### src/rtl/fifo_word_packer.sv
// Pops entries from an upstream FIFO and packs LANES of them into one output word,
// oldest entry in lane 0; a flush emits a partial word with out_keep marking valid lanes.
module fifo_word_packer #(
  parameter int WIDTH = 8,
  parameter int LANES = 4
) (
  input  logic                     clk,
  input  logic                     rst,
  input  logic                     fifo_empty,
  output logic                     fifo_rd_en,
  input  logic [WIDTH-1:0]         fifo_data,
  input  logic                     flush,
  output logic [WIDTH*LANES-1:0]   out_data,
  output logic [LANES-1:0]         out_keep,
  output logic                     out_valid,
  input  logic                     out_ready
);

  localparam int              CW   = $clog2(LANES + 1);
  localparam logic [CW-1:0]   LAST = CW'(LANES - 1);
  localparam logic [CW:0]     FULL = (CW + 1)'(LANES);

  typedef enum logic {FILL, DRAIN} state_t;

  state_t                       state, state_nxt;
  logic [CW-1:0]                cnt;
  logic                         pend;
  logic                         flush_req;
  logic [LANES-1:0][WIDTH-1:0]  lanes;
  logic [LANES-1:0]             keep;
  logic [CW:0]                  occ;
  logic                         capture_last;
  logic                         flush_go;
  logic                         flush_emit;

  function automatic logic [LANES-1:0] keep_mask(input logic [CW-1:0] n);
    logic [LANES-1:0] m;
    m = '0;
    for (int i = 0; i < LANES; i++) m[i] = (CW'(i) < n);
    return m;
  endfunction

  // Lanes already captured plus the one still in flight bound the pop rate.
  assign occ = {1'b0, cnt} + {{CW{1'b0}}, pend};

  always_comb begin
    state_nxt    = state;
    capture_last = pend && (cnt == LAST);
    flush_go     = (state == FILL) && flush_req && !pend;
    flush_emit   = flush_go && (cnt != '0);
    fifo_rd_en   = !rst && (state == FILL) && !fifo_empty && (occ < FULL) && !flush_req;
    out_valid    = !rst && (state == DRAIN);
    case (state)
      FILL:    if (capture_last || flush_emit) state_nxt = DRAIN;
      DRAIN:   if (out_ready) state_nxt = FILL;
      default: state_nxt = FILL;
    endcase
  end

  always_ff @(posedge clk) begin
    if (rst) state <= FILL;
    else     state <= state_nxt;
  end

  always_ff @(posedge clk) begin
    if (rst) begin
      cnt       <= '0;
      pend      <= 1'b0;
      flush_req <= 1'b0;
      lanes     <= '0;
      keep      <= '0;
    end else begin
      pend <= fifo_rd_en;
      // A new pulse wins over clearing so a back-to-back flush is never lost.
      if (flush)         flush_req <= 1'b1;
      else if (flush_go) flush_req <= 1'b0;

      if (state == DRAIN) begin
        if (out_ready) begin
          cnt   <= '0;
          lanes <= '0;
          keep  <= '0;
        end
      end else if (pend) begin
        for (int i = 0; i < LANES; i++)
          if (cnt == CW'(i)) lanes[i] <= fifo_data;
        cnt <= cnt + CW'(1);
        if (cnt == LAST) keep <= '1;
      end else if (flush_emit) begin
        keep <= keep_mask(cnt);
      end
    end
  end

  assign out_data = lanes;
  assign out_keep = keep;

endmodule

### config.mk
export PLATFORM = sky130hd
export DESIGN_NAME = fifo_word_packer
export DESIGN_NICKNAME = d
export VERILOG_FILES = /design/src/rtl/fifo_word_packer.sv
export SDC_FILE = /design/constraint.sdc
export NUM_CORES = 1
export LEC_CHECK = 0
export CAP_MARGIN = 20
export CORE_ASPECT_RATIO = 1.2
export CORE_UTILIZATION = 30
export CTS_CLUSTER_SIZE = 30
export DETAILED_ROUTE_END_ITERATION = 10
export MAX_ROUTING_LAYER = met4
export PLACE_DENSITY = 0.61
export SYNTH_ARGS = -nofsm -noshare
export SYNTH_HDL_FRONTEND = slang
export SYNTH_SLANG_ARGS = --single-unit
export TNS_END_PERCENT = 20
### constraint.sdc
create_clock -name clk -period 2.05 [get_ports clk]
set_input_delay 0.41 -clock clk [delete_from_list [all_inputs] [get_ports clk]]
set_output_delay 0.41 -clock clk [all_outputs]
set_load 0.1 [all_outputs]
Word-level counts from Yosys, hierarchy flattened
Cells that the tools add are included.
Word-level totals
  word-level logic and storage cells: 71
  input port bits: 13
  output and inout bits: 38
  flip-flop bits (word level): 42
Cells by class
  add/sub/neg operators: 2
  bitwise gates (word level): 1
  muxes and demuxes: 20
  order comparisons: 5
  equal/unequal tests: 5
  reductions and logical operators: 29
Operators by type and width (count)
  $mux W32: 3
  $mux W8: 4
  $mux W4: 5
  $reduce_and A3 Y1: 5
  $reduce_bool A2 Y1: 6
  $logic_and A1 B1 Y1: 9
  $mux W3: 3
  $eq A3 B2 Y1 const B: 2
  $lt A1 B3 Y1 const A: 2
  $lt A2 B3 Y1 const A: 2
  $reduce_bool A3 Y1: 2
  $add A3 B1 Y4: 1
  $logic_not A1 Y1: 4
  $lt A4 B3 Y1 const B: 1
  $mux W1: 4
  $add A3 B1 Y3 const B: 1
  $eq A3 B1 Y1 const B: 1
  $logic_not A3 Y1: 1
  $ne A3 B2 Y1 const B: 1
  $ne A2 B2 Y1 const B: 1
  $pmux W1 S2: 1
  $reduce_and A2 Y1: 1
  $logic_or A1 B1 Y1: 1
  $not A1 Y1: 1

Logic depth before layout (Yosys ltp)
Gate-level depths: netlist of the first run.
  depth after elaboration: 7
  mapped depth: 7
  gate-level depth less buffers: 5

Worst setup path after synthesis of the first run
Ideal clock, no wire load.
  kind: input to output
  from: input port rst
  to: output port fifo_rd_en
  required time: 1.640 ns
  slack: -0.885 ns
  buffers on the path: 0
  stages: 3
  arrival: 2.525 ns
  path through: nor2_1 or4b_1 a21oi_1
Between the ends
  word-level cells in the longest chain between the ends: 5
Ends and longest elaborated chain
  from (decl): RTL line 8  | input logic rst,
  $logic_not A1 Y1: RTL line 51  | fifo_rd_en = !rst && (state == FILL) && !fifo_empty && (occ < FULL) && !flush_req;
  $logic_and A1 B1 Y1 (4 in series): RTL line 51
  to (decl): RTL line 10  | output logic fifo_rd_en,
Every way passes these cells.

Worst setup path in the final report of the first run
  from: register state
  to: output port fifo_rd_en
Between the ends
  word-level cells in the longest chain between the ends: 5
Ends and longest elaborated chain
  from (decl): RTL line 25  | state_t state, state_nxt;
  from (signal assigned): RTL line 62  | else state <= state_nxt;
  $not A1 Y1: RTL line 51
  $logic_and A1 B1 Y1 (4 in series): RTL line 51
Every way passes these cells.

==> flow_summary.ini, run 1 <==
[sta]
slew-limit-headroom_pct = 60.8
max_clock_freq_mhz = 506
maxSlewViolCount = 0
worst_slack_ns = 0.0742
tns_ns = 0
rsz0062_at_grt = no
tightestPinTransition_ns = 0.588
finalClockSkew_ns = 0.0113
fin_crit_sh_pct = 96.4
fin_crit_ns = 1.98
hold_violations = 0
hold_slack_ns = 0.471
setup_violations = 0

[status]
status = complete, no violations

[critical_path]
critical_path.max_fanout = 2
cp.arrival_ns = 1.57
crit-reg2reg-launch = cnt[2]
cp_cell_sequence = nor2_4 > or4b_4 > a21oi_4 > buf_12
reg2reg_to = out_data[26]
end_kind = primary output
crit_path_max_incr_delay_ns = 0.48
path_buf_inv = 1
regToRegSetupSlack_ns = 0.40
critPathLaunchType = flip-flop
path_class = reg -> out
critPathTopFamily = simple AND/OR/NAND/NOR gates
crit_path_top_delay_cell = or4b_4
critPathRequiredTime_ns = 1.64
reg2regPathDepth = 4

[placement]
port_buffers = 50
dpl.hpwl_um = 3690
gp_routability_congestion = 0.814
dp_worst_setup_slack_ns = -0.188

[synth]
synth_seq_cells = 42
syn_nets = 250
synth_edf_count = 0
synth_top_family_by_area = simple AND/OR/NAND/NOR gates
ys_seq_area_share_pct = 43.1
synth_xor_area_share_pct = 0
ys_warn_count = 0
synthCells = 234
synth_mux_area_share_pct = 0
synth-main-ff-cell = dfxtp_1
avgSynthCellArea_um2 = 8.34
synthesis.area_um2 = 1950
synthAdderAreaFrac_pct = 1.92
synthSimpleGateAreaFrac_pct = 26.2
synthArstFlopShare_pct = 0
ys_types = 31
synth_compound_area_share_pct = 22.3

[routing]
drt-total-wl_um = 5160
vias_per_cell = 5.09
drt_iter0_drc = 105
drc = 0
ant_nets = 0
avgRoutedWirePerCell_um = 14.2
route.vias.total = 1853
firstDrtPassIters = 7

[pwr]
intPower_mw = 1.19
p_switching_mw = 0.505
cellPowerDensity_nw_per_um2 = 651
power_frac_clock_pct = 33.0
pwr-share-comb_pct = 17.3
total_leakage_power_nw = 0.951
ir_drop_mv = 0.241
p_sw_share_pct = 29.8
power_frac_seq_pct = 49.7

[floorplanning]
dieWidth_um = 75.6
initial_core_util_pct = 31.6
ios = 51
die_h_um = 90.3
dieArea_um2 = 6830
fp.coreArea_um2 = 6170
row_count = 31

[final_layout]
nets = 297
layout-drive-gt1-share_pct = 24.1
antennaDiodeCount = 0
syn2layout_area_growth_pct = 33.7

[worst_hold_path]
hold_class = reg -> reg
holdPathStages = 2
worstHoldStart = out_data[18]
hold_end = out_data[18]

[cts]
cts_tree = yes
clock-root-buffer = clkbuf_8
clock_latency_ns = 0.30
clockBufferDepth = 2
clk_pin_slew_ns = 0.08
cts.sinks = 42
cts.htree.levels = 2
ctsHoldBuffers = 0
numCtsBuffers = 5
cts_post_setup_buffers_inserted = 0

[global_routing]
grt_pass1_vias = 1773
grt_usage_pct = 16.6
grt_max_degree = 47
grt_pass1_wl_um = 8620
gr-total-overflow = 0
antenna_found_initial = 0

[job]
maxCapViolCount = 0
## metal layers
| metal | vias to the layer above | GRT usage (%) | wire length (um) |
|---|---|---|---|
| li1 | 930 | - | - |
| met1 | 857 | 21.8 | 2340 |
| met2 | 59 | 25.7 | 2500 |
| met3 | 7 | 3.46 | 251 |
| met4 | 0 | 4.32 | 66 |
| met5 | - | - | 0 |
## timing repair
action / CTS / global route
endpoints found under the setup margin: 1 / 1
resized for setup: 5 / 4
pin swaps: 2 / 1
## through the flow
| step | instances | util, % | power [mW] | instance area (um^2) |
|---|---|---|---|---|
| floorplan | 234 | - | 1.07 | 1960 |
| global placement | 354 | 40.2 | 1.15 | 2480 |
| detailed placement | 355 | 40.4 | 1.15 | 2490 |
| CTS | 363 | 42.1 | 1.71 | 2590 |
| global route | 364 | 42.3 | 1.77 | 2610 |
| finish | 364 | 42.3 | 1.70 | 2610 |
## power by group through the flow
stage               Combinational [mW]  Clock, mW  Sequential, mW
finish                           0.293      0.561           0.844
global route                     0.312      0.607           0.846
CTS                              0.292      0.573           0.844
detailed placement               0.289          0           0.863
global placement                 0.289          0           0.862
floorplan                        0.121          0           0.945
## flip-flops by register name, summed over array words and instances, names as in the netlist
signal,cells
cnt,3
flush_req,1
out_data,32
out_keep,4
pend,1
state,1
## final cells by class
class / count / area, um^2
tap: 82 / 103
clock inverter: 2 / 12.5
multi-input combinational: 164 / 1010
clock buffer: 6 / 82.6
timing repair buffer: 63 / 539
inverter: 5 / 18.8
sequential: 42 / 843
fill: 637 / 3560
## tightest hold or removal path, delay by kind of cell, from the launching register on
kind | cells | cell delay [ns]
DFF | 1 | 0.32
and+or+nand+nor | 1 | 0.06
AOI/OAI and AO/OA | 1 | 0.06
## cell usage after synthesis, types with 2 or more instances
master	number	share of area (%)
o21ai_0	5	1.3
nand3b_1	4	1.5
nand4bb_1	2	1.2
nor2_1	5	0.96
nand2b_1	2	0.64
dfxtp_1	42	43
buf_2	6	1.5
a211oi_1	2	0.77
ha_1	3	1.9
nand4b_1	2	0.90
buf_1	3	0.58
o211ai_1	22	8.5
a21oi_1	38	9.7
inv_1	5	0.96
nand3_1	32	8.2
nor2b_1	12	3.8
nor3b_1	4	1.5
nand2_1	20	3.8
clkbuf_1	11	2.1
o211ai_2	2	1.3
nor4bb_1	2	1.0
## cell usage in the layout, fill, tap and decap left out, types with 2 or more instances in the layout
cell,netlist,routed
nand4bb_1,2,2
nand4b_1,2,2
nor2_1,5,3
nor3b_1,4,4
nor4bb_1,2,2
o21ai_0,5,5
buf_4,1,46
nor2b_1,12,12
nand2b_1,2,2
nand3_1,32,32
clkbuf_8,0,6
nand3b_1,4,4
a21oi_1,38,37
dfxtp_1,42,40
dfxtp_2,0,2
ha_1,3,3
inv_1,5,5
a211oi_1,2,2
clkdlybuf4s50_1,0,10
o211ai_1,22,22
buf_12,0,3
o211ai_2,2,2
nand2_1,20,20
## cell families after synthesis
kind of cell / count (synthesis)
compound gates: 71
fa+ha+maj: 3
buf+inv: 28
flops: 42
simple gates: 90
## worst max-delay path by stage
stage           from         end  cells after the start
2_1_floorplan    rst  fifo_rd_en                      3
4_1_cts          rst  fifo_rd_en                      5
6_report       state  fifo_rd_en                      4
3_3_place_gp     rst  fifo_rd_en                      5
5_1_grt        state  fifo_rd_en                      4
3_5_place_dp     rst  fifo_rd_en                      5
Power figures use the tool's default switching activity.
==> inputs of run 2 (changes only) <==
- ABC_AREA: unset -> 0
- CORE_UTILIZATION: 30 -> 48
- PLACE_DENSITY: 0.61 -> 0.86
==> run 2 against run 1 <==
Net effect:
- total power decreased by 3.9%
- non-clock buffer count is the same
- clock power shrank 12%
- utilization rose by 23 points
- combinational power is essentially flat
- critical endpoint unchanged
- largest power group unchanged
==> flow_summary.ini, run 2 (synthesis gave the netlist of run 1 again) <==
[worst_hold_path]
hold_class = reg -> reg
hold_end = out_data[5]
worstHoldStart = out_data[5]
holdPathStages = 2

[routing]
vias_per_cell = 5.70
drc = 0
drt_iter0_drc = 90
ant_nets = 0
firstDrtPassIters = 4
avgRoutedWirePerCell_um = 14.6
drt-total-wl_um = 4900
route.vias.total = 1909

[sta]
max_clock_freq_mhz = 495
fin_crit_ns = 2.02
tightestPinTransition_ns = 0.635
slew-limit-headroom_pct = 57.6
setup_violations = 0
hold_violations = 0
maxSlewViolCount = 0
finalClockSkew_ns = 0.00496
fin_crit_sh_pct = 98.6

[floorplanning]
dieWidth_um = 60.2
dieArea_um2 = 4320
initial_core_util_pct = 49.9
die_h_um = 71.8
fp.coreArea_um2 = 3910
row_count = 25
ios = 51

[critical_path]
reg2reg_to = out_data[29]
critPathRequiredTime_ns = 1.64
reg2regPathDepth = 4
path_class = in -> out
cp.arrival_ns = 1.61
end_kind = primary output
critPathLaunchType = primary input
crit-reg2reg-launch = state
regToRegSetupSlack_ns = 0.37
critical_path.max_fanout = 2

[pwr]
p_total_mw = 1.63
total_leakage_power_nw = 0.946
cellPowerDensity_nw_per_um2 = 642
ir_drop_mv = 0.390

[global_routing]
met2_usage_pct = 37.6
grt_busiest_layer = met2
grt_max_degree = 47
use_met1_pct = 28.7
grt_pass1_vias = 1758
antenna_found_initial = 0
grtUsageMet3_pct = 6.68
grt_usage_pct = 24.5
gr-total-overflow = 0
grt_pass1_wl_um = 7800

[cts]
cts.htree.levels = 2
clock_latency_ns = 0.29
cts.sinks = 42
clock-root-buffer = clkbuf_8
clk_pin_slew_ns = 0.07
clockBufferDepth = 2
cts_tree = yes
numCtsBuffers = 5
ctsHoldBuffers = 0

[final_layout]
nets = 297
layout-drive-gt1-share_pct = 22.8
layout.cells.non_filler = 335
final_common_cell = buf_4
largest_reg_flops = 32
antennaDiodeCount = 0
final_cell_mix = buf_4, dfxtp_1, a21oi_1, nand3_1, o211ai_1
syn2layout_area_growth_pct = 30.3

[status]
status = complete, no violations

[placement]
dpl.hpwl_um = 3280
gp_routability_congestion = 0.822
dp.cells = 324
port_buffers = 50

[job]
maxCapViolCount = 0
## run 2: cell types whose count changed in the layout (fill, tap and decap cells not counted), sizes merged
cell and change:
clkdlybuf4s18 -1, clkinvlp -1, clkdlybuf4s15 -1, clkbuf -1, buf +1, clkinv +1
dlygate4sd2 +1
## run 2: final cells by class
cell class              count  area (um^2)
fillers                   338         1370
multi-input cells         164         1000
flip-flops and latches     42          841
repair buffers             63          533
clock buffers               5         68.8
well taps                  54         67.6
inverters                   5         18.8
clock inverters             2         10.0
## run 2: worst max path at each step
| stage | from | to | slack [ns] | depth (start not counted) |
|---|---|---|---|---|
| floorplan | rst | fifo_rd_en | -0.27 | 3 |
| global placement | rst | fifo_rd_en | -0.19 | 5 |
| detailed placement | rst | fifo_rd_en | -0.17 | 5 |
| CTS | rst | fifo_rd_en | 0.02 | 5 |
| global route | rst | fifo_rd_en | -0.003 | 5 |
| finish | rst | fifo_rd_en | 0.03 | 5 |
## run 2: per-layer routing
layer	vias up	share of wire [%]
li1	931	-
met1	907	42
met2	57	51
met3	14	4.5
met4	0	2.9
met5	-	0
## run 2: per-stage QoR
| stage | setup slack [ns] | utilization [%] | hold slack [ns] | cell area [um^2] | setup TNS [ns] |
|---|---|---|---|---|---|
| after detailed placement | -0.174 | 62.1 | 0.461 | 2430 | -0.174 |
| after global placement | -0.186 | 62.1 | 0.457 | 2430 | -0.186 |
| after CTS | 0.0207 | 64.5 | 0.471 | 2520 | 0 |
| final | 0.0285 | 65.0 | 0.469 | 2540 | 0 |
| after global routing | -0.00301 | 65.0 | 0.488 | 2540 | -0.00301 |
| after floorplan | -0.271 | - | 0.464 | 1960 | -0.271 |
## run 2: report_power, final
group / leakage, nW / switching [mW] / internal [mW]
combinational: 0.563 / 0.206 / 0.0885
sequential: 0.340 / 0.0108 / 0.832
clock: 0.0438 / 0.264 / 0.229
## run 2: what timing repair did
action,in CTS,in global routing
resized for setup,4,0
endpoints found under the setup margin,1,1
setup buffers,1,1
pin swaps,2,1
## run 2: critical path, cell delays in order
cell and delay [ns]:
dlygate4sd2_1 0.24, nor2_1 0.11, or4b_4 0.50, a21oi_4 0.16
buf_12 0.19
